==> config.mk <==
export PLATFORM = sky130hd
export DESIGN_NAME = avalon_ddr_port_arbiter
export DESIGN_NICKNAME = d
export VERILOG_FILES = /design/src/rtl/avalon_ddr_port_arbiter.sv
export SDC_FILE = /design/constraint.sdc
export NUM_CORES = 1
export LEC_CHECK = 0
export CORE_AREA = 2 2 263 265
export CTS_CLUSTER_DIAMETER = 30
export DETAILED_ROUTE_END_ITERATION = 8
export DIE_AREA = 0 0 265 267
export SLEW_MARGIN = 30
export SYNTH_ARGS = -nofsm -noshare
export SYNTH_HDL_FRONTEND = slang
export SYNTH_SLANG_ARGS = --single-unit
==> constraint.sdc <==
create_clock -name clk_clk -period 8.5 [get_ports clk_clk]
set_input_delay 2.125 -clock clk_clk [delete_from_list [all_inputs] [get_ports clk_clk]]
set_output_delay 2.125 -clock clk_clk [all_outputs]
set_load 0.005 [all_outputs]
==> src/rtl/avalon_ddr_port_arbiter.sv <==
`default_nettype none
// ============================================================================
// Module   : avalon_ddr_port_arbiter
// Purpose  : Round-robin arbiter multiplexing NUM_CH Avalon-MM requesters
//            onto one DDR controller port, with write-burst locking and a
//            tag FIFO that routes returning read data to its requester.
// Revision : 1.0  initial release
// ============================================================================
module avalon_ddr_port_arbiter #(
  parameter int NUM_CH    = 4,
  parameter int ADDR_W    = 27,
  parameter int DATA_W    = 64,
  parameter int BURST_W   = 4,
  parameter int TAG_DEPTH = 8
) (
  input  logic                       clk_clk,
  input  logic                       reset_reset,
  input  logic [NUM_CH*ADDR_W-1:0]   ch_address,
  input  logic [NUM_CH-1:0]          ch_read,
  input  logic [NUM_CH-1:0]          ch_write,
  input  logic [NUM_CH*DATA_W-1:0]   ch_writedata,
  input  logic [NUM_CH*DATA_W/8-1:0] ch_byteenable,
  input  logic [NUM_CH*BURST_W-1:0]  ch_burstcount,
  output logic [NUM_CH-1:0]          ch_waitrequest,
  output logic [DATA_W-1:0]          ch_readdata,
  output logic [NUM_CH-1:0]          ch_readdatavalid,
  output logic [ADDR_W-1:0]          mem_address,
  output logic                       mem_read,
  output logic                       mem_write,
  output logic [DATA_W-1:0]          mem_writedata,
  output logic [DATA_W/8-1:0]        mem_byteenable,
  output logic [BURST_W-1:0]         mem_burstcount,
  input  logic                       mem_waitrequest,
  input  logic                       mem_readdatavalid,
  input  logic [DATA_W-1:0]          mem_readdata,
  output logic                       err_orphan
);

  localparam int                 c_ch_w  = $clog2(NUM_CH);
  localparam int                 c_ptr_w = $clog2(TAG_DEPTH);
  localparam int                 c_be_w  = DATA_W / 8;
  localparam logic [c_ch_w-1:0]  c_last_ch = c_ch_w'(NUM_CH - 1);
  localparam logic [c_ptr_w:0]   c_depth   = (c_ptr_w + 1)'(TAG_DEPTH);
  localparam logic [BURST_W-1:0] c_one     = BURST_W'(1);

  typedef enum logic [1:0] {
    IDLE     = 2'd0,
    CMD      = 2'd1,
    WR_BURST = 2'd2
  } state_t;

  state_t               r_state, w_state_nxt;
  logic [c_ch_w-1:0]    r_grant, r_rr_ptr, w_pick;
  logic [BURST_W-1:0]   r_beat_cnt, r_burst_hold;
  logic                 w_any_elig, w_take_grant, w_release, w_load_burst, w_beat, w_push;
  logic [NUM_CH-1:0]    w_elig;

  // Tag FIFO: one entry per accepted read, holding requester and burst length
  logic [c_ch_w-1:0]    r_tag_ch  [TAG_DEPTH];
  logic [BURST_W-1:0]   r_tag_len [TAG_DEPTH];
  logic [c_ptr_w-1:0]   r_wr_ptr, r_rd_ptr;
  logic [c_ptr_w:0]     r_count;
  logic [BURST_W-1:0]   r_head_used;
  logic                 r_err_orphan;
  logic                 w_full, w_empty, w_rd_valid, w_pop;

  // Per-channel views of the packed command buses; a burstcount of 0 means 1
  logic [ADDR_W-1:0]    w_addr  [NUM_CH];
  logic [DATA_W-1:0]    w_wdata [NUM_CH];
  logic [c_be_w-1:0]    w_be    [NUM_CH];
  logic [BURST_W-1:0]   w_blen  [NUM_CH];

  for (genvar g = 0; g < NUM_CH; g++) begin : g_unpack
    assign w_addr[g]  = ch_address[g*ADDR_W +: ADDR_W];
    assign w_wdata[g] = ch_writedata[g*DATA_W +: DATA_W];
    assign w_be[g]    = ch_byteenable[g*c_be_w +: c_be_w];
    assign w_blen[g]  = (ch_burstcount[g*BURST_W +: BURST_W] == '0) ? c_one
                                                                     : ch_burstcount[g*BURST_W +: BURST_W];
    // A write is always eligible; a read needs a free tag slot
    assign w_elig[g]  = ch_write[g] | (ch_read[g] & ~w_full);
    assign ch_readdatavalid[g] = w_rd_valid && (r_tag_ch[r_rd_ptr] == c_ch_w'(g));
  end

  assign w_full      = (r_count == c_depth);
  assign w_empty     = (r_count == '0);
  assign w_rd_valid  = mem_readdatavalid & ~w_empty;
  assign w_pop       = w_rd_valid && (r_head_used == r_tag_len[r_rd_ptr] - c_one);
  assign ch_readdata = mem_readdata;
  assign err_orphan  = r_err_orphan;

  // Round-robin pick: scan from the far end so the nearest channel after rr_ptr wins
  always_comb begin
    int idx;
    idx        = 0;
    w_any_elig = 1'b0;
    w_pick     = r_rr_ptr;
    for (int i = NUM_CH; i >= 1; i--) begin
      idx = (int'(r_rr_ptr) + i) % NUM_CH;
      if (w_elig[c_ch_w'(idx)]) begin
        w_any_elig = 1'b1;
        w_pick     = c_ch_w'(idx);
      end
    end
  end

  // State register
  always_ff @(posedge clk_clk or posedge reset_reset) begin
    if (reset_reset) r_state <= IDLE;
    else             r_state <= w_state_nxt;
  end

  // Next-state and command-port muxing; the granted channel owns mem_* until release
  always_comb begin
    w_state_nxt    = r_state;
    mem_read       = 1'b0;
    mem_write      = 1'b0;
    ch_waitrequest = '1;
    mem_address    = w_addr[r_grant];
    mem_writedata  = w_wdata[r_grant];
    mem_byteenable = w_be[r_grant];
    mem_burstcount = w_blen[r_grant];
    w_take_grant   = 1'b0;
    w_release      = 1'b0;
    w_load_burst   = 1'b0;
    w_beat         = 1'b0;
    w_push         = 1'b0;
    case (r_state)
      IDLE: begin
        if (w_any_elig) begin
          w_take_grant = 1'b1;
          w_state_nxt  = CMD;
        end
      end
      CMD: begin
        ch_waitrequest[r_grant] = mem_waitrequest;
        if (ch_write[r_grant]) begin
          mem_write = 1'b1;
          if (!mem_waitrequest) begin
            if (w_blen[r_grant] == c_one) begin
              w_release   = 1'b1;
              w_state_nxt = IDLE;
            end else begin
              w_load_burst = 1'b1;
              w_state_nxt  = WR_BURST;
            end
          end
        end else if (ch_read[r_grant]) begin
          mem_read = 1'b1;
          if (!mem_waitrequest) begin
            w_push      = 1'b1;
            w_release   = 1'b1;
            w_state_nxt = IDLE;
          end
        end
      end
      WR_BURST: begin
        ch_waitrequest[r_grant] = mem_waitrequest;
        mem_write      = ch_write[r_grant];
        mem_burstcount = r_burst_hold;
        if (ch_write[r_grant] && !mem_waitrequest) begin
          w_beat = 1'b1;
          if (r_beat_cnt == c_one) begin
            w_release   = 1'b1;
            w_state_nxt = IDLE;
          end
        end
      end
      default: w_state_nxt = IDLE;
    endcase
  end

  // Grant, round-robin pointer and write-burst beat tracking
  always_ff @(posedge clk_clk or posedge reset_reset) begin
    if (reset_reset) begin
      r_grant      <= '0;
      r_rr_ptr     <= c_last_ch;
      r_beat_cnt   <= '0;
      r_burst_hold <= '0;
    end else begin
      if (w_take_grant) r_grant  <= w_pick;
      if (w_release)    r_rr_ptr <= r_grant;
      if (w_load_burst) begin
        r_beat_cnt   <= w_blen[r_grant] - c_one;
        r_burst_hold <= w_blen[r_grant];
      end else if (w_beat) begin
        r_beat_cnt <= r_beat_cnt - c_one;
      end
    end
  end

  // Tag FIFO control, head beat counter and sticky orphan flag
  always_ff @(posedge clk_clk or posedge reset_reset) begin
    if (reset_reset) begin
      r_wr_ptr     <= '0;
      r_rd_ptr     <= '0;
      r_count      <= '0;
      r_head_used  <= '0;
      r_err_orphan <= 1'b0;
    end else begin
      if (w_push) r_wr_ptr <= r_wr_ptr + 1'b1;
      if (w_pop)  r_rd_ptr <= r_rd_ptr + 1'b1;
      case ({w_push, w_pop})
        2'b10:   r_count <= r_count + 1'b1;
        2'b01:   r_count <= r_count - 1'b1;
        default: r_count <= r_count;
      endcase
      if (w_pop)           r_head_used <= '0;
      else if (w_rd_valid) r_head_used <= r_head_used + c_one;
      if (mem_readdatavalid && w_empty) r_err_orphan <= 1'b1;
    end
  end

  // Tag storage needs no reset: entries are only read while occupancy covers them
  always_ff @(posedge clk_clk) begin
    if (w_push) begin
      r_tag_ch[r_wr_ptr]  <= r_grant;
      r_tag_len[r_wr_ptr] <= w_blen[r_grant];
    end
  end

endmodule
`default_nettype wire

==> metrics.csv, run 1 <==
stage,metric,value,unit
outcome,status,"finished, final reports clean",
worst_setup_path,ff2ff_setup_slack,4.39,ns
worst_setup_path,cp_max_fo,13,
clocking,cts.sinks,77,
global_routing,grt_max_degree,82,
sta,finalSetupTns,0,ns
global_routing,overflow,0,
clocking,cts_made_buffers,9,
pwr,sequentialPowerShare,19.1,%
global_routing,grt_pass1_vias,7189,
worst_setup_path,slowest_stage,clkdlybuf4s50_1,
pwr,intPower,0.00202,W
floorplanning,num_io_pins,666,
finish,fin_util,19.2,%
sta,worst_slew_pin_slew,0.826,ns
logic_synthesis,synthAdderAreaFrac,2.58,%
detailed_routing,drt-initial-drc-count,362,
logic_synthesis,synth-seq-cells,77,
worst_setup_path,cp.required,6.38,ns
floorplanning,die-area,0.0708,mm^2
job,maxCapViolCount,0,
worst_setup_path,cp-startpoint,ch_burstcount[5],
sta,finalSetupViolCount,0,
finish,area_delta_synth_final,92.0,%
logic_synthesis,synth_edf_count,48,
pwr,power.total,0.00357,W
logic_synthesis,async_reset_ff_share,37.7,%
sta,slew_violations,0,
logic_synthesis,synth_xor_area_share,2.93,%
logic_synthesis,ys.flop_type,edfxtp_1,
global_routing,track_usage,15.3,%
sta,post-route-min-period,6.40,ns
pwr,p_clk_share,9.8,%
pwr,leakagePower,4.37,nW
worst_setup_path,start_kind,primary input,
clocking,clk_path_buf_depth,2,
floorplanning,die_h,267,um
logic_synthesis,synth_top_area_share,36.1,%
worst_setup_path,worst-endpoint-arrival,4.27,ns
logic_synthesis,synth_area_per_cell,14.3,um^2
global_routing,grt_pass1_wl,70500,um
clocking,cts_hold_buf,0,
worst_setup_path,crit_chain,clkdlybuf4s50_1 -> nor3_1 -> or4_1 -> o41ai_1 -> nor3_1 -> buf_4 -> inv_1 -> o21ai_0 -> clkdlybuf4s50_1,
finish,drive_gt1_share,17.0,%
worst_setup_path,endpoint_kind,primary output,
logic_synthesis,seq_area_frac_synth,31.9,%
pwr,power_switching,0.00155,W
detailed_routing,postRouteAntennaNets,0,
logic_synthesis,synth.distinct_cells,56,
logic_synthesis,yosysMostFrequentCell,mux4_2,
detailed_routing,via_per_inst,3.69,
finish,nets,1432,
global_routing,antenna_found_initial,47,
sta,max_clock_freq,156,MHz
finish,fillCellCount,7360,
logic_synthesis,netlist_area,0.00680,mm^2
logic_synthesis,synth_area_leaders,"mux4_2 36%, edfxtp_1 21%, dfrtp_1 9.9%, buf_4 7.1%, mux4_1 2.7%",
logic_synthesis,synth_compound_area_share,3.09,%
logic_synthesis,synth_mux_area_share,42.8,%
floorplanning,fp-row-count,96,
sta,post-route-period-util,75.2,%
detailed_routing,drc,0,
pwr,irDropWorstVdd,0.000141,V
logic_synthesis,ys_top_cells_by_count,"109 x mux4_2, 64 x buf_4, 48 x edfxtp_1, 27 x dfrtp_1",
floorplanning,die_w,265,um
worst_hold_path,min-delay-start,err_orphan,
worst_setup_path,critPathMaxStageDelay,0.54,ns
clocking,clkTransAtPathRegs,0.06,ns
logic_synthesis,synth_top_family_by_area,multiplexers,
placed_design,dp_hpwl,50900,um
pwr,p_sw_share,43.4,%
pwr,comb_power_share,71.1,%
clocking,cts_htree_levels,3,
clocking,cts_tree,built,
logic_synthesis,synthCells,474,
sta,rsz0062_at_grt,false,
sta,hold_viol,0,
worst_setup_path,r2r-start,r_rd_ptr[0],
clocking,cts_resized,0,
pwr,power.density,274,mW/mm^2
sta,fin_skew,0.00587,ns
logic_synthesis,synth_nets,976,
detailed_routing,post_drt_wl_per_cell,30.9,um
worst_hold_path,hp-class,flip-flop to flip-flop,
clocking,clock-root-buffer,clkbuf_16,
detailed_routing,drt-pass1-iter-count,4,
logic_synthesis,synth-simple-area-share,6.39,%
placed_design,gp_congestion,0.854,
clocking,post_cts.repair.setup_buffers,0,
logic_synthesis,yosysTopAreaCell,mux4_2,
worst_setup_path,critical_path_class,primary input to primary output,
floorplanning,core_area,0.0680,mm^2
detailed_routing,vias,6740,
sta,relSlewSlack,45.0,%
placed_design,io_buffers,537,
worst_setup_path,path_buf_inv,4,
floorplanning,start_util,10.0,%
detailed_routing,routed_wl,56500,um
worst_setup_path,crit_family,buffers and inverters,
logic_synthesis,ys_warn_count,0,
clocking,clock_latency,0.33,ns
## kinds of logic (layout without fill, tap and decap cells)
| group | count (synthesis) | count (layout) |
|---|---|---|
| mux | 139 | 139 |
| buf+inv | 110 | 571 |
| simple gates | 79 | 79 |
| flops | 77 | 77 |
| compound gates | 34 | 34 |
| xor+xnor | 21 | 21 |
| fa+ha+maj | 14 | 14 |
| other cells | 0 | 12 |
## registers in the layout, summed over array words and instances, names as in the netlist, 3 cells and up
name / cells
r_head_used: 4
r_tag_ch: 16
r_tag_len: 32
r_beat_cnt: 4
r_rd_ptr: 3
r_count: 4
r_burst_hold: 4
r_wr_ptr: 3
## path summary, 6_finish.rpt
check	end	cells past startpoint
setup / recovery	mem_burstcount[0]	9
hold / removal	err_orphan	1
setup reg to reg	r_count[2]	13
hold reg to reg	err_orphan	1
max in group asynchronous	r_grant[1]	2
min in group asynchronous	err_orphan	2
## per-layer routing
metal  GRT usage (%)  wire (um)  vias to the layer above
li1                -          -                     2789
met4            2.18        698                       42
met5               0        243                        -
met2            24.6      25900                      487
met3            9.43       7950                       96
met1            17.7      21700                     3326
## through the flow
| step | hold WS (ns) | cell area (um^2) | std cells | setup WS [ns] |
|---|---|---|---|---|
| detailed placement | 0.446 | 12700 | 1800 | 2.07 |
| finish | 0.458 | 13100 | 1829 | 2.10 |
| CTS | 0.459 | 13000 | 1816 | 2.05 |
| floorplan | 0.451 | 6800 | 474 | 2.94 |
| global placement | 0.444 | 12700 | 1800 | 2.20 |
| global route | 0.476 | 13000 | 1820 | 1.94 |
## power by group through the flow
stage,clock [W],combinational (W),sequential (W)
6_report,0.000350,0.00254,0.000681
5_1_grt,0.000373,0.00272,0.000699
4_1_cts,0.000357,0.00257,0.000725
3_5_place_dp,0,0.00256,0.000732
3_3_place_gp,0,0.00253,0.000720
2_1_floorplan,0,0.00121,0.000574
## cell usage in the layout, fill, tap and decap left out, types with 6 or more instances in the layout
cell type / count
clkdlybuf4s50_1: 537
mux4_2: 109
edfxtp_1: 48
dfrtp_1: 25
nand2_1: 19
nor2_1: 19
ha_1: 14
diode_2: 12
inv_1: 11
xor2_1: 10
xnor2_1: 9
o21ai_0: 9
a21oi_1: 9
clkbuf_16: 9
mux4_1: 7
mux2_1: 7
mux2i_1: 6
## layout make-up
cell class	count	area, um^2	area share (%)
repair buffers	542	5460	41.8
diodes	12	30.0	0.230
clock inverters	7	50.0	0.383
clock buffers	9	225	1.73
flip-flops and latches	77	2180	16.7
inverters	13	48.8	0.374
multi-input cells	287	3960	30.3
well taps	882	1100	8.45
Power figures use the tool's default switching activity.
==> run 2, diff against run 1 <==
--- a/config.mk
+++ b/config.mk
@@ -5,10 +5,10 @@
 export SDC_FILE = /design/constraint.sdc
 export NUM_CORES = 1
 export LEC_CHECK = 0
-export CORE_AREA = 2 2 263 265
+export CORE_AREA = 2 2 261 263
 export CTS_CLUSTER_DIAMETER = 30
 export DETAILED_ROUTE_END_ITERATION = 8
-export DIE_AREA = 0 0 265 267
+export DIE_AREA = 0 0 263 265
 export SLEW_MARGIN = 30
 export SYNTH_ARGS = -nofsm -noshare
 export SYNTH_HDL_FRONTEND = slang
==> constraint.sdc (replaced) <==
create_clock -name clk_clk -period 5.55 [get_ports clk_clk]
set_input_delay 1.3875 -clock clk_clk [delete_from_list [all_inputs] [get_ports clk_clk]]
set_output_delay 1.3875 -clock clk_clk [all_outputs]
set_load 0.005 [all_outputs]
==> metrics.csv, run 2 (synthesis results as in run 1) <==
stage,metric,value,unit
detailed_routing,drc,0,
detailed_routing,routed-wl-met2,25500,um
sta,post-route-period-util,86.5,%
detailed_routing,route.met3.wl,7440,um
placed_design,gp_congestion,0.911,
worst_setup_path,r2r-start,r_rd_ptr[0],
placed_design,dp_hpwl,51300,um
worst_setup_path,cp.required,4.16,ns
placed_design,dp_cells,1799,
global_routing,antenna_found_initial,53,
clocking,clkTransAtPathRegs,0.06,ns
global_routing,track_usage,15.8,%
worst_hold_path,min-delay-start,err_orphan,
worst_setup_path,worst-endpoint-arrival,3.41,ns
sta,post-route-min-period,4.80,ns
clocking,cts.sinks,77,
pwr,irDropWorstVdd,0.000160,V
finish,fillCellCount,7227,
clocking,cts_made_buffers,9,
clocking,clock_latency,0.33,ns
clocking,post_cts.repair.setup_buffers,0,
placed_design,io_buffers,537,
clocking,cts_resized,0,
global_routing,grt_max_degree,57,
worst_setup_path,start_kind,primary input,
sta,slew_violations,0,
pwr,leakagePower,4.40,nW
finish,final_cell_mix,"537 x clkdlybuf4s50_1, 109 x mux4_2, 48 x edfxtp_1",
sta,worst_slew_pin_slew,0.769,ns
floorplanning,num_io_pins,666,
detailed_routing,top_layer_used,met5,
job,maxCapViolCount,0,
clocking,clk_path_buf_depth,2,
sta,finalSetupViolCount,0,
sta,rsz0062_at_grt,false,
global_routing,grt_pass1_vias,7158,
sta,max_clock_freq,208,MHz
worst_setup_path,cp_max_fo,2,
detailed_routing,drt-pass1-iter-count,5,
finish,largest_reg_flops,32,
floorplanning,die_h,265,um
worst_setup_path,endpoint_kind,primary output,
detailed_routing,routed_wl,56800,um
detailed_routing,wl_met1,21800,um
detailed_routing,vias,6756,
finish,drive_gt1_share,17.2,%
floorplanning,die-area,0.0697,mm^2
worst_setup_path,critical_path_class,primary input to primary output,
floorplanning,start_util,10.2,%
finish,reg_top3,"r_tag_len: 32 flops, r_tag_ch: 16 flops",
finish,area_delta_synth_final,92.3,%
sta,hold_viol,0,
clocking,cts_tree,built,
sta,relSlewSlack,48.7,%
floorplanning,core_area,0.0668,mm^2
clocking,clock-root-buffer,clkbuf_16,
outcome,status,"finished, final reports clean",
clocking,cts_hold_buf,0,
detailed_routing,postRouteAntennaNets,0,
sta,finalSetupTns,0,ns
clocking,cts_htree_levels,3,
pwr,power.density,410,mW/mm^2
detailed_routing,post_drt_wl_per_cell,31.1,um
detailed_routing,via_per_inst,3.70,
pwr,power.total,0.00536,W
finish,nets,1439,
global_routing,overflow,0,
finish,area.sequential,0.00218,mm^2
global_routing,grt_pass1_wl,72300,um
finish,regMostFlops,r_tag_len,
worst_setup_path,cp-startpoint,ch_burstcount[5],
floorplanning,die_w,263,um
finish,final_common_cell,clkdlybuf4s50_1,
detailed_routing,drt-initial-drc-count,347,
finish,fin_util,19.6,%
floorplanning,fp-row-count,95,
finish,multiInputGateArea,0.00394,mm^2
sta,fin_skew,0.00817,ns
worst_hold_path,hp-class,flip-flop to flip-flop,
finish,fin_cells,1826,
run 2: final timing paths:
path                                     end  slack, ns  cells past startpoint
min                               err_orphan       0.46                      1
max                        mem_burstcount[0]       0.75                      8
max in group asynchronous         r_grant[1]       3.62                      2
max reg2reg                       r_count[2]       1.48                     13
min in group asynchronous         err_orphan       1.46                      2
min reg2reg                       err_orphan       0.46                      1
run 2: metal layers:
layer,vias to the layer above,global-route usage [%]
met5,-,3.05
met4,46,3.31
met3,112,9.46
met2,506,25.0
met1,3295,18.0
li1,2797,-
run 2: area by class of cell:
type / instances / area share, %
diodes: 11 / 0.211
clock inverters: 7 / 0.488
repair buffers: 549 / 42.1
clock buffers: 9 / 1.72
inverters: 13 / 0.373
multi-input cells: 287 / 30.1
well taps: 873 / 8.35
flip-flops and latches: 77 / 16.7
run 2: where the power goes:
group | internal [W] | total, W | switching (W)
Combinational | 0.00201 | 0.00375 | 0.00174
Clock | 0.000314 | 0.000561 | 0.000248
Sequential | 0.000785 | 0.00105 | 0.000267
Total | 0.00311 | 0.00536 | 0.00225
run 2: per-stage QoR:
step | hold slack (ns) | setup WS [ns] | instance area [um^2]
2_1_floorplan | 0.451 | 1.46 | 6800
4_1_cts | 0.474 | 0.706 | 13000
5_1_grt | 0.495 | 0.602 | 13100
3_3_place_gp | 0.441 | 0.768 | 12800
3_5_place_dp | 0.463 | 0.707 | 12800
6_report | 0.464 | 0.751 | 13100
run 2: worst max-delay path, cell delays in order:
cell and delay (ns):
clkdlybuf4s50_1 0.44, nor3_1 0.17, or4_1 0.12, o41ai_1 0.06, nor3_1 0.38, inv_1 0.11, o21ai_0 0.20, clkdlybuf4s50_1 0.54
